File: config.mk
export PLATFORM = sky130hd
export DESIGN_NAME = addsub_rr_scheduler
export DESIGN_NICKNAME = d
export VERILOG_FILES = /design/src/rtl/addsub_rr_scheduler.sv
export SDC_FILE = /design/constraint.sdc
export NUM_CORES = 1
export LEC_CHECK = 0
export BUFFER_PORTS_ARGS = -buffer_cell sky130_fd_sc_hd__buf_2
export CORE_MARGIN = 10
export CORE_UTILIZATION = 48
export DETAILED_ROUTE_END_ITERATION = 6
export GPL_TIMING_DRIVEN = 0
export PLACE_DENSITY = 0.8
export SKIP_CTS_REPAIR_TIMING = 1
export SLEW_MARGIN = 10
export SYNTH_ARGS = -nofsm -noshare
export SYNTH_HDL_FRONTEND = slang
export SYNTH_SLANG_ARGS = --single-unit
export TNS_END_PERCENT = 5
File: constraint.sdc
create_clock -name clock -period 3.75 [get_ports clock]
set_clock_uncertainty 0.05 [all_clocks]
set_input_delay 0.1875 -clock clock [delete_from_list [all_inputs] [get_ports clock]]
set_output_delay 0.1875 -clock clock [all_outputs]
set_load 0.005 [all_outputs]
File: src/rtl/addsub_rr_scheduler.sv
// addsub_rr_scheduler: round-robin sharing of one add/sub accumulate datapath among NREQ requesters.
// Optional ADDSUB_SCHED_BACK2BACK_EN lets DONE arbitrate directly into the next job.
module addsub_rr_scheduler #(
  parameter int W    = 8,
  parameter int NREQ = 2
) (
  input  logic              clock,
  input  logic              reset,
  input  logic [NREQ-1:0]   req,
  input  logic [NREQ-1:0]   mode,
  input  logic [NREQ*W-1:0] op_a,
  input  logic [NREQ*W-1:0] op_b,
  input  logic [NREQ*W-1:0] op_c,
  input  logic [NREQ*W-1:0] op_d,
  output logic [NREQ-1:0]   gnt,
  output logic              busy,
  output logic              done,
  output logic [1:0]        done_id,
  output logic [W-1:0]      result,
  output logic              ovf
);
  typedef enum logic [2:0] {IDLE, LOAD, OP1, OP2, OP3, DONE} state_t;
  state_t state_q, state_d;
  logic [1:0] ptr_q, ptr_d, win_q, win_d, win;
  logic mode_q, mode_d, ovf_int_q, ovf_int_d, ovf_q, ovf_d, found, arb_en, step_ovf;
  logic [W-1:0] a_q, a_d, b_q, b_d, c_q, c_d, d_q, d_d, acc_q, acc_d, result_q, result_d, x, sum;
  logic [NREQ-1:0] gnt_q, gnt_d, sel;
  logic [1:0] done_id_q, done_id_d;
`ifdef ADDSUB_SCHED_BACK2BACK_EN
  assign arb_en = (state_q == IDLE) || (state_q == DONE);
`else
  assign arb_en = (state_q == IDLE);
`endif
  // First set request searching upward from the requester after the last winner
  always_comb begin
    found = 1'b0;
    win   = ptr_q;
    sel   = '0;
    for (int k = 1; k <= NREQ; k++) begin
      sel = NREQ'(1) << ((int'(ptr_q) + k) % NREQ);
      if (!found && |(req & sel)) begin
        found = 1'b1;
        win   = 2'((int'(ptr_q) + k) % NREQ);
      end
    end
  end
  assign x        = (state_q == OP1) ? b_q : (state_q == OP2) ? c_q : d_q;
  assign sum      = mode_q ? acc_q - x : acc_q + x;
  assign step_ovf = (mode_q ? (acc_q[W-1] != x[W-1]) : (acc_q[W-1] == x[W-1])) && (sum[W-1] != acc_q[W-1]);
  always_comb begin
    state_d   = state_q;
    ptr_d     = ptr_q;
    win_d     = win_q;
    mode_d    = mode_q;
    a_d       = a_q;
    b_d       = b_q;
    c_d       = c_q;
    d_d       = d_q;
    acc_d     = acc_q;
    ovf_int_d = ovf_int_q;
    gnt_d     = '0;
    result_d  = result_q;
    ovf_d     = ovf_q;
    done_id_d = done_id_q;
    case (state_q)
      IDLE: state_d = IDLE;
      LOAD: begin
        acc_d     = a_q;
        ovf_int_d = 1'b0;
        state_d   = OP1;
      end
      OP1, OP2: begin
        acc_d     = sum;
        ovf_int_d = ovf_int_q | step_ovf;
        state_d   = (state_q == OP1) ? OP2 : OP3;
      end
      OP3: begin
        acc_d     = sum;
        ovf_int_d = ovf_int_q | step_ovf;
        result_d  = sum;
        ovf_d     = ovf_int_q | step_ovf;
        done_id_d = win_q;
        state_d   = DONE;
      end
      default: state_d = IDLE;
    endcase
    if (arb_en && found) begin
      state_d = LOAD;
      gnt_d   = NREQ'(1) << win;
      ptr_d   = win;
      win_d   = win;
      mode_d  = |(mode & gnt_d);
      a_d     = op_a[int'(win)*W +: W];
      b_d     = op_b[int'(win)*W +: W];
      c_d     = op_c[int'(win)*W +: W];
      d_d     = op_d[int'(win)*W +: W];
    end
  end
  always_ff @(posedge clock or posedge reset) begin
    if (reset) begin
      state_q   <= IDLE;
      ptr_q     <= 2'(NREQ - 1);
      win_q     <= '0;
      mode_q    <= 1'b0;
      a_q       <= '0;
      b_q       <= '0;
      c_q       <= '0;
      d_q       <= '0;
      acc_q     <= '0;
      ovf_int_q <= 1'b0;
      gnt_q     <= '0;
      result_q  <= '0;
      ovf_q     <= 1'b0;
      done_id_q <= '0;
    end else begin
      state_q   <= state_d;
      ptr_q     <= ptr_d;
      win_q     <= win_d;
      mode_q    <= mode_d;
      a_q       <= a_d;
      b_q       <= b_d;
      c_q       <= c_d;
      d_q       <= d_d;
      acc_q     <= acc_d;
      ovf_int_q <= ovf_int_d;
      gnt_q     <= gnt_d;
      result_q  <= result_d;
      ovf_q     <= ovf_d;
      done_id_q <= done_id_d;
    end
  end
  assign gnt     = gnt_q;
  assign busy    = (state_q != IDLE);
  assign done    = (state_q == DONE);
  assign done_id = done_id_q;
  assign result  = result_q;
  assign ovf     = ovf_q;
endmodule

== Word level (Yosys, flattened, before mapping) ==
Index checks and enable logic that the tools add are counted.

* Register bits: 62
* Input bits: 70
* Output and inout bits: 15

* Add/subtract/negate cells: 4
* Equality and inequality tests: 8
* Shift operators: 7
* Muxes and demuxes: 14
* Bitwise gates (word level): 6
* Reduce and logical (&&, ||, !) cells: 12

{| class="wikitable"
|+ Operators with widths
! operator !! count
|-
| 16-bit by 6-bit indexed part select with 8-bit output || 4
|-
| 1-bit by 32-bit << shifter with 2-bit output, first input constant || 2
|-
| 8-bit 2-to-1 mux || 3
|-
| 8-bit case mux with 2 select lines || 1
|-
| 3-bit case mux with 3 select lines || 1
|-
| 8-bit adder || 1
|-
| 2-bit OR reduction || 4
|-
| 8-bit subtractor || 1
|-
| 2-bit bitwise AND || 3
|-
| 3-bit by 2-bit == test with 1-bit output, second input constant || 2
|-
| 3-bit == test, second input constant || 2
|-
| 2-bit 2-to-1 mux || 3
|-
| 3-bit 2-to-1 mux || 2
|-
| 3-bit by 1-bit == test with 1-bit output, second input constant || 1
|-
| 1-bit logical AND || 3
|-
| 3-bit zero test || 1
|-
| 1-bit 2-to-1 mux || 3
|-
| 3-bit nonzero test || 1
|-
| 3-bit OR reduction || 1
|-
| 1-bit adder, second input constant || 2
|-
| 1-bit bitwise AND, first input constant || 2
|-
| 1-bit != test || 2
|-
| 1-bit case mux with 2 select lines || 1
|-
| 2-bit nonzero test || 1
|-
| other kinds (4) || 4
|}

== Logic depth before layout (Yosys ltp) ==
Gate-level depths: netlist of the first run.

* Depth in word-level cells: 12
* Mapped depth: 14
* Gate-level depth less buffers: 13

== Worst setup path after synthesis of the first run ==
Ideal clock, no wire load.

* Path kind: reg-to-reg
* Start: register state_q[0]
* End: register ovf_q, in the netlist ovf
* Library setup time: 0.125 ns
* Data arrival time: 3.342 ns
* Path slack: 0.233 ns
* Stages on the path, launching flop included: 15
* Cells stage by stage: dfrtp_1 buf_6 mux2_1 mux2i_1 and3_2 nor2_1 xor2_1 ha_1 a21o_1 a21oi_1 a21oi_1 or3_1 and4_1 or3_1 mux2_2

* Cells in the longest elaborated chain, start to end: 8

{| class="wikitable"
|+ RTL lines
! what !! line !! source
|-
| start, declared || 23 || <nowiki>state_t state_q, state_d;</nowiki>
|-
| start signal, assigned || 116 || <nowiki>state_q <= state_d;</nowiki>
|-
| 3-bit by 2-bit == test with 1-bit output || 47 || <nowiki>assign x = (state_q == OP1) ? b_q : (state_q == OP2) ? c_q : d_q;</nowiki>
|-
| 8-bit 2-to-1 mux (2 in a row) || 47 ||
|-
| 8-bit adder / 8-bit subtractor (equally long branches) || 48 || <nowiki>assign sum = mode_q ? acc_q - x : acc_q + x;</nowiki>
|-
| 8-bit 2-to-1 mux || 48 ||
|-
| 1-bit != test || 49 || <nowiki>assign step_ovf = (mode_q ? (acc_q[W-1] != x[W-1]) : (acc_q[W-1] == x[W-1])) && (sum[W-1] != acc_q[W-1]);</nowiki>
|-
| 1-bit logical AND || 49 ||
|-
| 1-bit OR || 81 || <nowiki>ovf_d = ovf_int_q | step_ovf;</nowiki>
|-
| end signal, assigned || 128 || <nowiki>ovf_q <= ovf_d;</nowiki>
|-
| end, declared || 25 || <nowiki>logic mode_q, mode_d, ovf_int_q, ovf_int_d, ovf_q, ovf_d, found, arb_en, step_ovf;</nowiki>
|}

Several ways; a longest one is shown, not always the timed one.
A chain may end at the register's enable or synchronous reset.

== Final worst setup path of the first run ==
Ends and elaborated chain as after synthesis.

==> results of run 1 <==
-- worst max-delay path by stage --
| stage | start | endpoint |
|---|---|---|
| after floorplan | state_q[0] | ovf |
| after global placement | state_q[0] | ovf |
| after detailed placement | state_q[0] | ovf |
| after CTS | state_q[0] | ovf |
| after global routing | state_q[0] | ovf |
| final | state_q[0] | ovf |
-- per-stage QoR --
| step | instances | hold slack, ps | worst slack (ps) | util | power [mW] |
|---|---|---|---|---|---|
| detailed placement | 516 | 195 | -108 | 0.576 | 3.91 |
| floorplan | 335 | 320 | 233 | - | 3.22 |
| global placement | 515 | 407 | -28.5 | 0.573 | 3.77 |
| global route | 542 | 79.2 | -43.9 | 0.637 | 5.37 |
| finish | 542 | 76.8 | 86.0 | 0.637 | 4.98 |
| CTS | 532 | -165 | -150 | 0.611 | 4.65 |
-- kinds of logic after synthesis --
family,count (synthesis),share of synthesized area
xor+xnor,15,0.0433
mux,53,0.169
buf+inv,28,0.0347
fa+ha+maj,9,0.0358
simple gates,84,0.113
flops,61,0.456
compound gates,85,0.149
-- report_power, final --
group / total [mW] / internal [mW] / leakage, nW / switching, mW
Sequential: 1.19 / 0.985 / 0.757 / 0.206
Clock: 0.714 / 0.459 / 0.121 / 0.255
Combinational: 3.07 / 1.43 / 1.26 / 1.64
-- synth_stat cells (all sizes together) (2+ instances only) --
| cell | number |
|---|---|
| buf | 7 |
| xor2 | 6 |
| or3 | 2 |
| mux2i | 41 |
| mux2 | 12 |
| ha | 8 |
| nand2 | 50 |
| and4 | 2 |
| nor3 | 2 |
| and2 | 3 |
| a21oi | 11 |
| a21o | 5 |
| o21ai | 51 |
| dfrtp | 60 |
| nand2b | 3 |
| a22o | 6 |
| nor2b | 3 |
| nand3b | 2 |
| xnor2 | 8 |
| clkbuf | 13 |
| nor2 | 12 |
| inv | 8 |
| a22oi | 5 |
-- flip-flops by register name (all words and copies together), names as in the netlist --
name,count
ovf,1
ptr_q,2
c_q,8
done_id,2
mode_q,1
acc_q,8
win_q,1
d_q,8
result,8
gnt,2
ovf_int_q,1
b_q,8
state_q,3
a_q,8
-- critical path: stages, from the launching register on --
cell and delay [ps]:
dfrtp_1 360, buf_6 130, mux2_2 360, mux2i_4 180, ha_2 220, and2_4 150
a21oi_1 70, xor2_1 180, ha_1 360, a21oi_2 190, a21oi_2 90, or3_4 340
and4_1 200, or3_4 390, mux2_2 270
-- area by class of cell --
cell class	count	area [µm²]
Tap cell	96	120
Inverter	8	30.0
Clock buffer	12	145
Buffer	20	90.1
Fill cell	542	2470
Multi-Input combinational cell	246	1800
Clock inverter	4	95.1
Sequential cell	61	1530
Timing Repair Buffer	95	518
-- cell usage in the layout, fill, tap and decap left out, types with 4 or more instances in the layout --
master,count
ha_1,7
a21oi_1,8
buf_2,84
buf_4,9
a21o_1,5
o21ai_1,25
mux2_2,7
clkbuf_1,15
a22oi_1,5
clkbuf_8,10
nand2_1,50
buf_1,5
nor2_1,12
dfrtp_1,60
xor2_1,6
inv_1,7
xnor2_1,8
mux2i_4,4
o21ai_0,26
mux2i_1,35
a22o_1,6
-- routing by layer --
layer,track usage,up-vias,part of all wire
met5,0,-,0
met4,0.0554,0,0.018
met3,0.0353,16,0.032
met2,0.278,82,0.50
met1,0.201,1379,0.45
li1,-,1390,-
==> out/qor.txt, run 1 <==
Status -> finished clean
Sink Count -> 61
WHS Endpoint -> a_q[4]
Final setup vio count -> 0
Worst R2R Path Depth -> 14
Port bufs -> 84
Placed cell areas -> 3910 µm²
Vias after detailed routing -> 2867
Fin crit share -> 0.977
Tmin final -> 3660 ps
Predominant post-synthesis flop cell -> dfrtp_1
Worst VDD drop -> 0.000521 V
Grt total ovfl -> 0
Row count -> 30
Drt initial violations -> 162
Root buf cell -> clkbuf_8
Initial Utilization -> 0.494
Max Fclk -> 273 MHz
All-Layer GR Usage -> 0.164
CTS tree -> done
FF-to-FF setup slack -> 90 ps
Initial antenna violation count -> 0
Fraction of registers with async set/reset -> 1.00
H-tree depth -> 3
Post-route design area -> 4330 µm²
Critical R2R Capture -> ovf
Vias in the first global route -> 3133
Die Wd -> 104 µm
Leak -> 2.14 nW
First-pass GRT wire length -> 14800 µm
Nets -> 520
TNS Setup -> 0 ps
Final WL -> 9050 µm
Die height -> 104 µm
Average size of a mapped cell -> 10.0 µm²
Syn Nets -> 414
GPL Wtd Cong -> 0.832
Critical Path End Type -> flip-flop
Area delta synth->final -> 29.0%
Largest net degree at the start of global routing -> 41
Startpoint types -> flip-flop
Clock transition at path regs -> 70 ps
Critical path class -> reg2reg
Clk_lat worst skew -> 340 ps
DRC errors left -> 0
Vias per cell -> 5.29
Post-synth EDFFs -> 0
Io pins -> 85
WP data arrival -> 3830 ps
Maxcap violations -> 0
CP Max Fanout -> 6
Core area -> 6790 µm²
Die ar. -> 10700 µm²
Largest area contributor in the netlist -> dfrtp_1
Max-slew violations -> 0
Sequential share of the synthesized area -> 0.456
Synth warn -> 0
Pwr dens -> 1150 nW/µm²
Synth area leaders -> dfrtp_1 (45%), mux2i_1 (11%), nand2_1 (5.6%)
Mapped Area -> 3350 µm²
Hpwl dp -> 6850 µm
Hold depth -> 3
Layout cells sized above 1 -> 0.312
Worst slew pin tran -> 731 ps
CP Data Required Time -> 3920 ps
Routed length per instance -> 16.7 µm
Synth Register Bits -> 61
Final Hold Violating Endpoints -> 0
Clock buffer depth -> 2
Routed Antenna Nets -> 0
Slew HR -> 0.512
Yosys top cell area share -> 0.448
Diode count -> 0
Cells after synthesis -> 335
Synth cell types -> 44
FF-to-FF Start -> state_q[0]
CTS buffer count -> 9
1st-pass router iterations -> 4
Type of the most critical hold path -> in2reg
HP Start -> op_a[12]
No activity file was read; power rests on OpenSTA's default activity.
==> inputs of run 2 (changes only) <==
- CORE_MARGIN: 10 -> 5
==> run 2 against run 1 <==
Against the previous run:
- sequential cell count did not move
- first-iteration DRC count rose by 25%
- cell count did not move
- global-route usage rose by 4.3 points
- die area fell by 18%
- routed wire length fell by 5.9%
==> out/qor.txt, run 2 (same netlist as run 1, synthesis figures left out) <==
Port bufs -> 84 (unchanged)
Reg power frac -> 0.238 (about the same)
Met2 WL -> 4260 µm (-6.0%)
Layout fillers -> 538 (-0.74%)
Nets -> 520 (unchanged)
Pwr dens -> 1150 nW/µm² (-0.10%)
WHS Endpoint -> a_q[4]
Die Wd -> 93.6 µm (-9.7%)
CP Max Fanout -> 5 (-1)
Worst slew pin tran -> 765 ps (+33.8 ps)
Top sig layer -> met4
Critical Path End Type -> flip-flop
NetSw -> 2.10 mW (+0.14%)
H-tree depth -> 3 (unchanged)
Root buf cell -> clkbuf_8
Metal3 WL -> 364 µm (+27%)
Layout cells sized above 1 -> 0.309 (-0.00224)
Met1 wire length -> 3710 µm (-8.7%)
WP data arrival -> 3810 ps (-20 ps)
Routed Antenna Nets -> 0 (unchanged)
Critical path class -> reg2reg
Grt total ovfl -> 0 (unchanged)
Initial antenna violation count -> 0 (unchanged)
Most frequent cells in the layout -> buf_2 (84), dfrtp_1 (60), nand2_1 (50)
GPL Wtd Cong -> 0.851 (+2.2%)
Leak -> 2.13 nW (-0.14%)
Clock network fraction of design power -> 0.146 (+0.003)
Hold depth -> 3 (unchanged)
Maxcap violations -> 0 (unchanged)
Final setup vio count -> 0 (unchanged)
Max-slew violations -> 0 (unchanged)
FF-to-FF setup slack -> 120 ps (+30 ps)
Die height -> 93.6 µm (-9.7%)
Final Power -> 4.98 mW (about the same)
Slew HR -> 0.489 (-0.0232)
Clock buffer depth -> 2 (unchanged)
Startpoint types -> flip-flop
DRC errors left -> 0 (unchanged)
TNS Setup -> 0 ps (unchanged)
Final Hold Violating Endpoints -> 0 (unchanged)
Core area -> 6790 µm² (unchanged)
Vias per cell -> 5.31 (+0.38%)
Tmin final -> 3630 ps (-31.8 ps)
Sw frac -> 0.423 (+0.000422)
Comb pwr share -> 0.616 (about the same)
Max Fclk -> 275 MHz (+0.88%)
CP Data Required Time -> 3930 ps (about the same)
Initial Utilization -> 0.494 (unchanged)
FF-to-FF Start -> state_q[0]
Clock transition at path regs -> 80 ps (about the same)
Critical R2R Capture -> ovf
Pint -> 2.87 mW (about the same)
Worst R2R Path Depth -> 14 (unchanged)
Drt initial violations -> 203 (+25%)
Worst VDD drop -> 0.000481 V (-7.6%)
Vias in the first global route -> 3055 (-2.5%)
CTS tree -> done
Routed length per instance -> 15.7 µm (-5.9%)
Row count -> 30 (unchanged)
Hpwl dp -> 6270 µm (-8.4%)
Clk_lat worst skew -> 350 ps (about the same)
CTS buffer count -> 9 (unchanged)
All-Layer GR Usage -> 0.207 (+0.0428)
Leading cell type in the layout, fill and taps excluded -> buf_2
Largest net degree at the start of global routing -> 36 (-12%)
Type of the most critical hold path -> in2reg
First-pass GRT wire length -> 14200 µm (-3.8%)
Area delta synth->final -> 29.2%
Sink Count -> 61 (unchanged)
Status -> finished clean
Vias after detailed routing -> 2878 (+0.38%)
Diode count -> 0 (unchanged)
HP Start -> op_a[12]
Fin crit share -> 0.969 (-0.00848)
Final WL -> 8520 µm (-5.9%)
Io pins -> 85 (unchanged)
Die ar. -> 8760 µm² (-18%)
1st-pass router iterations -> 5 (+1)
[run 2: cell count changes in the layout (fill, tap and decap cells not counted), sizes merged]
cell      before  now
clkbuf        25   23
clkinvlp       0    2
[run 2: layer usage]
layer / up-vias / global-route usage
li1: 1392 / -
met1: 1393 / 0.271
met2: 79 / 0.338
met3: 14 / 0.0402
met4: 0 / 0.0794
met5: - / 0
[run 2: critical path, stage by stage, from the launching register on]
cell	delay, ps
dfrtp_1	380
buf_6	130
mux2_1	340
mux2i_4	170
and3_4	210
nor2_1	50
xor2_1	180
ha_1	340
a21o_1	200
a21oi_2	160
a21oi_2	90
or3_4	340
and4_1	210
or3_4	390
mux2_2	260
[run 2: final cells by class]
| cell class | count | area, µm² | share of cell area |
|---|---|---|---|
| buffer | 20 | 90.1 | 0.0208 |
| clock buffer | 10 | 138 | 0.0318 |
| clock inverter | 6 | 110 | 0.0254 |
| inverter | 8 | 30.0 | 0.00693 |
| multi-input combinational | 246 | 1800 | 0.415 |
| sequential | 61 | 1530 | 0.353 |
| tap | 96 | 120 | 0.0277 |
| timing repair buffer | 95 | 518 | 0.120 |
[run 2: worst max-delay path by stage]
| stage | start | end | slack (ps) | cells past startpoint |
|---|---|---|---|---|
| global placement | state_q[0] | ovf | -40 | 14 |
| detailed placement | state_q[0] | ovf | -90 | 13 |
| floorplan | state_q[0] | ovf | 230 | 14 |
| CTS | state_q[0] | ovf | -130 | 14 |
| global route | state_q[1] | ovf_int_q | -30 | 14 |
| finish | state_q[0] | ovf | 120 | 14 |
[run 2: power by group through the flow]
| stage | Sequential (mW) | Clock [mW] | Combinational [mW] |
|---|---|---|---|
| after global placement | 1.17 | 0 | 2.62 |
| after floorplan | 1.13 | 0 | 2.09 |
| final | 1.19 | 0.726 | 3.06 |
| after detailed placement | 1.18 | 0 | 2.71 |
| after CTS | 1.17 | 0.731 | 2.74 |
| after global routing | 1.22 | 0.761 | 3.42 |
[run 2: stage by stage]
step | std cells | instance area (µm²) | utilization | hold WS [ps] | setup WS (ps)
floorplan | 335 | 3350 | - | 320 | 233
global placement | 515 | 3890 | 0.573 | 407 | -42.2
detailed placement | 516 | 3910 | 0.576 | 316 | -92.6
CTS | 532 | 4160 | 0.613 | -54.0 | -135
global route | 542 | 4330 | 0.638 | 87.0 | -25.7
finish | 542 | 4330 | 0.638 | 64.5 | 118
